$ cat src/rtl/data_memory_wait.sv
// rtl/data_memory_wait.sv - wait-state data memory with request/response handshake
// Optional per-byte write enables when DMEM_BYTE_EN_EN is defined.
module data_memory_wait #(
  parameter int DATA_WIDTH  = 16,
  parameter int ADDR_WIDTH  = 16,
  parameter int DEPTH       = 256,
  parameter int WAIT_CYCLES = 2
) (
  input  logic                    clk,
  input  logic                    rst,
  input  logic                    req_valid,
  output logic                    req_ready,
  input  logic                    req_write,
  input  logic [ADDR_WIDTH-1:0]   address,
  input  logic [DATA_WIDTH-1:0]   write_data,
`ifdef DMEM_BYTE_EN_EN
  input  logic [DATA_WIDTH/8-1:0] write_mask,
`endif
  output logic                    resp_valid,
  output logic                    resp_err,
  output logic [DATA_WIDTH-1:0]   read_data
);
  localparam int NB = DATA_WIDTH / 8;
  localparam int IDX_W = (DEPTH > 1) ? $clog2(DEPTH) : 1;
  localparam logic [3:0] WAIT_LOAD = (WAIT_CYCLES > 0) ? 4'(WAIT_CYCLES - 1) : 4'd0;
  localparam logic [ADDR_WIDTH:0] DEPTH_EXT = (ADDR_WIDTH + 1)'(DEPTH);

  typedef enum logic [1:0] {S_IDLE, S_WAIT, S_ACCESS} state_t;

  state_t                  r_state;
  state_t                  w_state_next;
  logic [3:0]              r_wait_cnt;
  logic                    r_write;
  logic [ADDR_WIDTH-1:0]   r_addr;
  logic [DATA_WIDTH-1:0]   r_wdata;
  logic [NB-1:0]           r_mask;
  logic [DATA_WIDTH-1:0]   r_mem [DEPTH];

  logic                    w_accept;
  logic                    w_done;
  logic                    w_in_range;
  logic [IDX_W-1:0]        w_idx;
  logic [NB-1:0]           w_mask_in;

`ifdef DMEM_BYTE_EN_EN
  assign w_mask_in = write_mask;
`else
  assign w_mask_in = '1;
`endif

  // Full-width compare so addresses beyond DEPTH never alias onto low words.
  assign w_in_range = ({1'b0, r_addr} < DEPTH_EXT);
  assign w_idx      = r_addr[IDX_W-1:0];

  always_ff @(posedge clk) begin
    if (rst) r_state <= S_IDLE;
    else     r_state <= w_state_next;
  end

  always_comb begin
    w_state_next = r_state;
    req_ready    = 1'b0;
    w_accept     = 1'b0;
    w_done       = 1'b0;
    case (r_state)
      S_IDLE: begin
        req_ready = 1'b1;
        if (req_valid) begin
          w_accept     = 1'b1;
          w_state_next = (WAIT_CYCLES > 0) ? S_WAIT : S_ACCESS;
        end
      end
      S_WAIT: begin
        if (r_wait_cnt == 4'd0) w_state_next = S_ACCESS;
      end
      S_ACCESS: begin
        w_done       = 1'b1;
        w_state_next = S_IDLE;
      end
      default: w_state_next = S_IDLE;
    endcase
  end

  always_ff @(posedge clk) begin
    if (rst) begin
      r_wait_cnt <= 4'd0;
      r_write    <= 1'b0;
      r_addr     <= '0;
      r_wdata    <= '0;
      r_mask     <= '0;
      resp_valid <= 1'b0;
      resp_err   <= 1'b0;
      read_data  <= '0;
    end else begin
      resp_valid <= w_done;
      resp_err   <= w_done && !w_in_range;
      if (w_accept) begin
        r_write    <= req_write;
        r_addr     <= address;
        r_wdata    <= write_data;
        r_mask     <= w_mask_in;
        r_wait_cnt <= WAIT_LOAD;
      end else if (r_state == S_WAIT && r_wait_cnt != 4'd0) begin
        r_wait_cnt <= r_wait_cnt - 4'd1;
      end
      if (w_done && !r_write) read_data <= w_in_range ? r_mem[w_idx] : '0;
    end
  end

  // Storage is never cleared; a reset landing on the ACCESS edge cancels the write.
  always_ff @(posedge clk) begin
    if (!rst && w_done && r_write && w_in_range) begin
      for (int b = 0; b < NB; b++) begin
        if (r_mask[b]) r_mem[w_idx][b*8 +: 8] <= r_wdata[b*8 +: 8];
      end
    end
  end
endmodule

$ cat config.mk
export PLATFORM = sky130hd
export DESIGN_NAME = data_memory_wait
export DESIGN_NICKNAME = d
export VERILOG_FILES = /design/src/rtl/data_memory_wait.sv
export SDC_FILE = /design/constraint.sdc
export NUM_CORES = 2
export LEC_CHECK = 0
export CAP_MARGIN = 20
export CELL_PAD_IN_SITES_DETAIL_PLACEMENT = 1
export CELL_PAD_IN_SITES_GLOBAL_PLACEMENT = 1
export CORE_AREA = 2 2 847 427
export DETAILED_ROUTE_END_ITERATION = 10
export DIE_AREA = 0 0 849 429
export PLACE_DENSITY = 0.62
export SLEW_MARGIN = 20
export SYNTH_ARGS = -nofsm -noshare
export SYNTH_HDL_FRONTEND = slang
export SYNTH_SLANG_ARGS = --single-unit
$ cat constraint.sdc
create_clock -name clk -period 6 [get_ports clk]
set_input_delay 0.6 -clock clk [delete_from_list [all_inputs] [get_ports clk]]
set_output_delay 0.6 -clock clk [all_outputs]
set_load 0.1 [all_outputs]
==> out/qor.yml <==
crit_type: "reg -> reg"
grt_setup_unrepaired: "false"
clock_skew_ps: 60.97
cts.hold.buffers_added: 0
ys_async_sr_fraction_pct: 0
areaGrowthSynthToFinish_pct: 12.60
maxCapViolCount: 0
drc: 0
final_nets: 7904
powerDensity_mw_per_mm2: 333.0
ios: 55
avgSynthCellArea_sq_um: 21.70
postCtsResizedCells: 0
grt_remaining_overflow: 0
drt-total-wl_um: 483200
h-tree-depth: 5
drive_above_1_share_pct: 25.38
initial_utilization_pct: 44.92
grt_start_max_net_pins: 177
cp-end-kind: "flip-flop"
fin_tns_setup_ps: 0
grt.total_usage_pct: 26.12
finalCritPeriodShare_pct: 84.98
cp_max_fo: 40
vias_per_cell: 6.314
drt_iter0_drc: 11950
pre_cts_ws_ps: 1038
fin_ws_ps: 901.4
die_width_um: 849
r2r_end: "read_data[0]"
max_freq_ghz: 0.1961
gp_congestion: 0.8354
post-cts-setup-buffer-count: 0
status: "complete, no violations"
clkLatencyLatePin_ps: 960
via_count: 81840
synth_edf_count: 4096
first_pass_iters: 5
synth_top_area_share_pct: 76.89
yosys-top-cells-area: "edfxtp_1, mux4_2, mux2i_1, mux4_1, nor2_1"
antenna_found_initial: 41
worst_pin_slew_ps: 1379
syn_inst: 7372
cts_root_buf: "clkbuf_16"
antenna_left: 0
slew_violations: 0
syn-num-nets: 7409
cts_tree: "done"
yosys_most_used_dff: "edfxtp_1"
synth-seq-cells: 4162
core_area_sq_mm: 0.3561
die_h_um: 429
whs_ps: 85.09
yosysSeqAreaShare_pct: 77.72
crit_arrival_ps: 5930
rrSetupSlack_ps: 900
maxSlewHeadroom_pct: 8.095
yosys_warnings: 0
hold_viol: 0
worstRegToRegCells: 8
grt_pass1_vias: 81350
grt_first_pass_wirelength_um: 670100
dieArea_sq_mm: 0.3642
synth_top_area_cell: "edfxtp_1"
placementRows: 155
cts_buffer_depth: 4
crit_required_ps: 6830
ir_worst_vdd_uv: 264.7
yosys.cell_types.count: 92
clock_sinks: 4162
hold_path_class: "in -> reg"
routedWlPerCell_um: 37.28
hpwl_um: 296700
critPathLaunchType: "flip-flop"
stdcell_area_sq_mm: 0.1801
numCtsBuffers: 373
port_buffers: 54
placed_cell_area_sq_mm: 0.1681
setup_viol: 0
p_leak_nw: 53.47
period_needed_ps: 5099
crit_end: "read_data[0]"
clk_pin_slew_ps: 60
syn-cell-area_sq_mm: 0.1600
-- per-stage QoR --
stage               util (%)  cells  total power [mW]
CTS                    50.53  12950             60.28
global route           50.58  12950             61.45
floorplan                  -   7372             35.03
detailed placement     47.22  12270             36.63
finish                 50.59  12960             59.98
global placement       47.20  12270             36.57
-- cells by family after synthesis --
kind of cell	share of synthesized area, %
flops	77.72
mux	14.91
simple gates	2.430
compound gates	3.023
buf+inv	1.896
fa+ha+maj	0.007821
xor+xnor	0.01643
-- per-layer routing --
layer	GRT usage, %	routed length, um	vias up
met3	5.563	46940	625
met2	39.35	218400	3984
met5	0	157	-
li1	-	-	32100
met4	5.983	11490	24
met1	39.45	206200	45110
-- placed cells by master, fill, tap and decap left out, drive strengths merged, types with 13 or more instances in the layout --
cell           instances
a2111oi               20
a211oi                42
a21oi                127
a221oi                19
a22oi                146
a31oi                 29
buf                  491
bufinv                31
clkbuf               453
clkdlybuf4s50         52
clkinv               162
clkinvlp              22
dfxtp                 66
edfxtp              4096
inv                   14
mux2                  23
mux2i                227
mux4                 937
nand2                238
nand2b                13
nand3                 62
nand4                 23
nor2                 361
nor2b                 24
nor3                  65
nor4                  20
o21ai                 64
o221ai                31
o22ai                162
-- cell usage after synthesis (24+ instances only) --
cell         n
o21ai_0     58
buf_4       66
nor2b_1     24
dfxtp_1     66
nor3_1      64
a22oi_1    146
mux4_1      57
o221ai_1    30
buf_8       28
nand3_1     62
nor2_1     361
buf_2      133
a21oi_1    127
a31oi_1     29
clkbuf_1   107
mux4_2     880
edfxtp_1  4096
o22ai_1    162
a211oi_1    41
buf_6       58
nand2_1    238
mux2i_1    227
-- cell type report --
type,instances,area [sq um]
diodes,8,20.02
clock buffers,453,9771
clock inverters,220,2034
fillers,31370,175900
inverters,9,38.79
multi-input cells,2777,33070
flip-flops and latches,4162,124400
well taps,4788,5991
repair buffers,544,4791
-- worst min-delay path by stage --
stage / start / end / slack [ps] / depth (start not counted)
floorplan: r_addr[10] / r_addr[10] / 430 / 2
global placement: r_addr[10] / r_addr[10] / 460 / 2
detailed placement: r_addr[14] / r_addr[14] / 450 / 2
CTS: rst / resp_err / 20 / 3
global route: rst / resp_err / 80 / 3
finish: rst / resp_valid / 90 / 3
-- sequential cells by signal, indices dropped and copies added, names as in the netlist, named ones only --
name / cells
resp_valid: 1
r_write: 1
read_data: 16
r_mask: 1
r_wait_cnt: 4
r_mem: 4096
r_wdata: 16
r_state: 2
r_addr: 16
resp_err: 1
-- critical path, stage by stage (launching register included) --
cell	delay (ps)
dfxtp_4	990
buf_12	410
buf_4	390
mux4_2	540
mux2i_1	480
o211ai_1	320
or4_1	900
nand4_1	670
a21oi_1	140
-- power by group --
group	total, mW	internal [mW]	switching, mW
Sequential	32.3	32.1	0.239
Combinational	3.70	1.18	2.51
Clock	24.0	13.0	11.0
Total	60.0	46.2	13.7
(Power assumes the default switching activity.)
